[config.mk]
export PLATFORM = sky130hd
export DESIGN_NAME = imem_boot_loader
export DESIGN_NICKNAME = d
export VERILOG_FILES = /design/src/rtl/imem_boot_loader.sv
export SDC_FILE = /design/constraint.sdc
export NUM_CORES = 1
export LEC_CHECK = 0
export ABC_AREA = 1
export CAP_MARGIN = 15
export CELL_PAD_IN_SITES_DETAIL_PLACEMENT = 0
export CELL_PAD_IN_SITES_GLOBAL_PLACEMENT = 1
export CORE_ASPECT_RATIO = 0.6
export CORE_MARGIN = 4
export CORE_UTILIZATION = 44
export DETAILED_ROUTE_END_ITERATION = 8
export GPL_TIMING_DRIVEN = 0
export PLACE_DENSITY_LB_ADDON = 0.15
export SETUP_SLACK_MARGIN = 0.15
export SYNTH_ARGS = -nofsm -noshare
export SYNTH_HDL_FRONTEND = slang
export SYNTH_SLANG_ARGS = --single-unit
[constraint.sdc]
create_clock -name clk -period 5.6 [get_ports clk]
set_input_delay 0.56 -clock clk [delete_from_list [all_inputs] [get_ports clk]]
set_output_delay 0.56 -clock clk [all_outputs]
set_load 0.01 [all_outputs]
[src/rtl/imem_boot_loader.sv]
// Loads a length-prefixed, XOR-checksummed byte stream into IMEM and holds the core in reset until it verifies.
// Latency: one cycle from the 4th byte of a word to its write strobe; rx_ready drops in WRAP/DONE/ERR.
module imem_boot_loader #(
  parameter int MAX_WORDS = 1024,
  parameter int CNT_W     = 16
) (
  input  logic             clk,
  input  logic             rst_n,
  input  logic             rx_valid,
  input  logic [7:0]       rx_data,
  output logic             rx_ready,
  output logic             imem_we,
  output logic [31:0]      imem_waddr,
  output logic [31:0]      imem_wdata,
  output logic             core_rst_n,
  output logic             load_done,
  output logic             load_err,
  output logic [CNT_W-1:0] word_count
);

  typedef enum logic [2:0] {HDR, LOAD, WRAP, CHK, DONE, ERR} state_t;

  state_t      state, next_state;
  logic [1:0]  byte_idx;
  logic [31:0] hdr_n;
  logic [31:0] word_reg;
  logic [7:0]  xor_acc;

  logic        accept;
  logic        last_byte;
  logic        last_word;
  logic [31:0] n_full;
  logic        ready_nxt;
  logic        done_nxt;
  logic        err_nxt;

  assign accept    = rx_valid && rx_ready;
  assign last_byte = (byte_idx == 2'd3);
  assign n_full    = {rx_data, hdr_n[23:0]};
  assign last_word = ((32'(word_count) + 32'd1) == hdr_n);

  always_ff @(posedge clk or negedge rst_n) begin
    if (!rst_n) state <= HDR;
    else        state <= next_state;
  end

  always_comb begin
    next_state = state;
    case (state)
      HDR: begin
        if (accept && last_byte) begin
          if (n_full > 32'(MAX_WORDS)) next_state = ERR;
          else if (n_full == 32'd0)    next_state = CHK;
          else                         next_state = LOAD;
        end
      end
      LOAD:    if (accept && last_byte && last_word) next_state = WRAP;
      // WRAP covers the final write strobe; the checksum byte is taken afterwards.
      WRAP:    next_state = CHK;
      CHK:     if (accept) next_state = (rx_data == xor_acc) ? DONE : ERR;
      DONE:    next_state = DONE;
      ERR:     next_state = ERR;
      default: next_state = HDR;
    endcase
  end

  always_comb begin
    ready_nxt = (next_state == HDR) || (next_state == LOAD) || (next_state == CHK);
    done_nxt  = (next_state == DONE);
    err_nxt   = (next_state == ERR);
  end

  // Status outputs are registered from next_state so they track state without a reset-time glitch.
  always_ff @(posedge clk or negedge rst_n) begin
    if (!rst_n) begin
      rx_ready   <= 1'b0;
      load_done  <= 1'b0;
      load_err   <= 1'b0;
      core_rst_n <= 1'b0;
    end else begin
      rx_ready   <= ready_nxt;
      load_done  <= done_nxt;
      load_err   <= err_nxt;
      core_rst_n <= done_nxt;
    end
  end

  always_ff @(posedge clk or negedge rst_n) begin
    if (!rst_n) begin
      byte_idx   <= 2'd0;
      hdr_n      <= 32'd0;
      word_reg   <= 32'd0;
      xor_acc    <= 8'd0;
      word_count <= '0;
      imem_we    <= 1'b0;
      imem_waddr <= 32'd0;
      imem_wdata <= 32'd0;
    end else begin
      imem_we <= 1'b0;
      if (accept && state == HDR) begin
        hdr_n[8*byte_idx +: 8] <= rx_data;
        byte_idx               <= byte_idx + 2'd1;
      end
      if (accept && state == LOAD) begin
        word_reg[8*byte_idx +: 8] <= rx_data;
        xor_acc                   <= xor_acc ^ rx_data;
        byte_idx                  <= byte_idx + 2'd1;
        if (last_byte) begin
          imem_we    <= 1'b1;
          imem_wdata <= {rx_data, word_reg[23:0]};
          imem_waddr <= 32'({word_count, 2'b00});
          word_count <= word_count + CNT_W'(1);
        end
      end
    end
  end

endmodule
==> results.toml <==
[sta]
max-slew-margin-rel = 0.551
worst_pin_slew_ps = 667
finalCritPeriodShare = 0.562
rsz0062_at_grt = "false"
tns_ps = 0
min_period_ps = 3150
final_hold_viol_count = 0
finClkSkew_ps = 9.09
setup_viol = 0
fmax_ghz = 0.318
slew_violations = 0
whs_ps = 137

[clock_network]
clock_sinks = 137
cts_root_buf = "clkbuf_16"
clk_pin_slew_worst_paths_ps = 70
post_cts_buffers = 0
clockBufferDepth = 2
cts_resized = 0
cts_tree = "done"
htreeDepth = 4
clock_latency_ps = 430
cts_hold_buf = 0
cts_buffers = 17

[synthesis]
ys.flop_type = "dfrtp_1"
yosysTopAreaCell = "dfrtp_1"
synthArstFlopShare = 1.00
avgSynthCellArea_um2 = 8.04
syn_area_mm2 = 0.00672
yosys_warnings = 0
synth_edf_count = 0
synth_most_common_cell = "nand2_1"
synth_cell_types = 31
synth_seq_cells = 137
syn_inst = 835
synth_top_area_share = 0.510
seq_area_frac_synth = 0.510
synth_area_leaders = "dfrtp_1, nand2_1, o21ai_0, inv_1, nand3_1"
synthTopCellsByCount = "nand2_1, dfrtp_1, o21ai_0"

[run]
cap_violations = 0

[drt]
via_per_inst = 5.19
first_pass_iters = 6
wl_met2_um = 7840
ant_nets = 0
dr_wl_met3_um = 1690
wirelength_um = 19400
drtIter0Drc = 624
routed.top_layer = "met4"
num_vias = 6024
wl_met1_um = 9660
drc = 0
avgRoutedWirePerCell_um = 16.7

[power]
comb_power_share = 0.306
internal-power_mw = 2.27
total_power_mw = 3.60
max-vdd-ir-drop_mv = 0.203
pwr-share-clk = 0.320
power_density_mw_per_mm2 = 427
switching_share = 0.370
p_seq_frac = 0.374
power_switching_mw = 1.33
power.leakage_nw = 3.94

[worst_setup_path]
start_kind = "flip-flop"
cp.arrival_ps = 3490
worst_setup_path_end_kind = "flip-flop"
path_class = "flip-flop to flip-flop"
crit_required_ps = 5940
crit_fanout = 11

[finish]
seq_area_mm2 = 0.00343
n_antenna_cell = 0
syn_to_final_growth_pct = 25.7
design_area_mm2 = 0.00844
nNetsFinal = 966
fillers = 1408
multi_input_area_mm2 = 0.00274
drive_gt1_frac = 0.0925

[place]
placed_cell_area_mm2 = 0.00784
numPortBuffers = 79
dpl.hpwl_um = 14700
gp_congestion = 0.873

[grt]
antenna_found_initial = 0
grtUsageTotal = 0.232
grt-ovfl-total = 0
grt_max_degree = 70
first_global_vias = 6002
grt_pass1_wl_um = 31900

[hold_path]
min_path_type = "input pin to async pin"

[floorplanning]
dieHeight_um = 104
start_util = 0.456
die_width_um = 168
boundaryPins = 96
core_mm2 = 0.0147
design.die.area_mm2 = 0.0174
num_rows = 34

[run_status]
status = "finished, final reports clean"
==> metrics by stage <==
step	std cells	setup WS, ps	utilization
after global placement	1127	-1460	0.531
after CTS	1160	2590	0.574
final	1160	2450	0.574
after global routing	1160	2370	0.574
after floorplan	850	3460	-
after detailed placement	1128	2660	0.533
==> logic make-up (layout without fill, tap and decap cells) <==
logic type                 count (synthesis)  count (layout)  synth area share
other                                      1              16          0.000558
adders and majority gates                  6               6            0.0112
DFF                                      137             137             0.510
buffers and inverters                    137             249            0.0898
and+or+nand+nor                          425             425             0.277
muxes                                      7               7            0.0117
xor gates and xnor gates                  11              11            0.0143
AOI/OAI and AO/OA                        111             111            0.0848
==> layer usage <==
metal	GRT usage	up-vias
met1	0.364	2881
met3	0.0567	21
met4	0.0475	0
li1	-	2887
met2	0.322	235
met5	0	-
==> area by class of cell <==
cell class	count	share of cell area
multi-input cells	576	0.325
inverters	97	0.0431
plain buffers	40	0.0283
repair buffers	80	0.0971
well taps	198	0.0293
clock inverters	15	0.0209
clock buffers	17	0.0504
flip-flops and latches	137	0.406
==> worst max-delay path, stage by stage (launching register included) <==
cell,delay [ps]
dfrtp_1,490
inv_1,190
clkbuf_1,470
ha_1,250
clkbuf_1,370
clkinv_1,370
nor4_1,650
nand2_1,160
o21ai_0,110
==> power by group through the flow <==
stage	Combinational (mW)	Clock, mW	Sequential (mW)
2_1_floorplan	0.553	0	1.39
3_3_place_gp	1.08	0	1.36
3_5_place_dp	1.10	0	1.36
4_1_cts	1.10	1.17	1.35
5_1_grt	1.23	1.22	1.37
6_report	1.10	1.15	1.35
==> cell usage in the layout (no fill, tap or decap), types with 17 or more instances in the layout <==
cell type,n
nand2_1,255
dfrtp_1,137
o21ai_0,99
inv_1,91
clkdlybuf4s50_1,78
nand3_1,53
nor2_1,50
buf_4,20
clkbuf_16,17
==> final timing paths <==
path | slack, ps | start | cells past startpoint | endpoint
max | 2450 | byte_idx[0] | 8 | hdr_n[15]
min | 140 | rst_n | 1 | xor_acc[0]
max reg2reg | 2450 | byte_idx[0] | 8 | hdr_n[15]
min reg2reg | 480 | imem_waddr[3] | 2 | imem_waddr[3]
max in group asynchronous | 4710 | rst_n | 2 | imem_waddr[14]
min in group clk | 480 | imem_waddr[3] | 2 | imem_waddr[3]
Note: power is estimated with default switching activity, not from simulation.
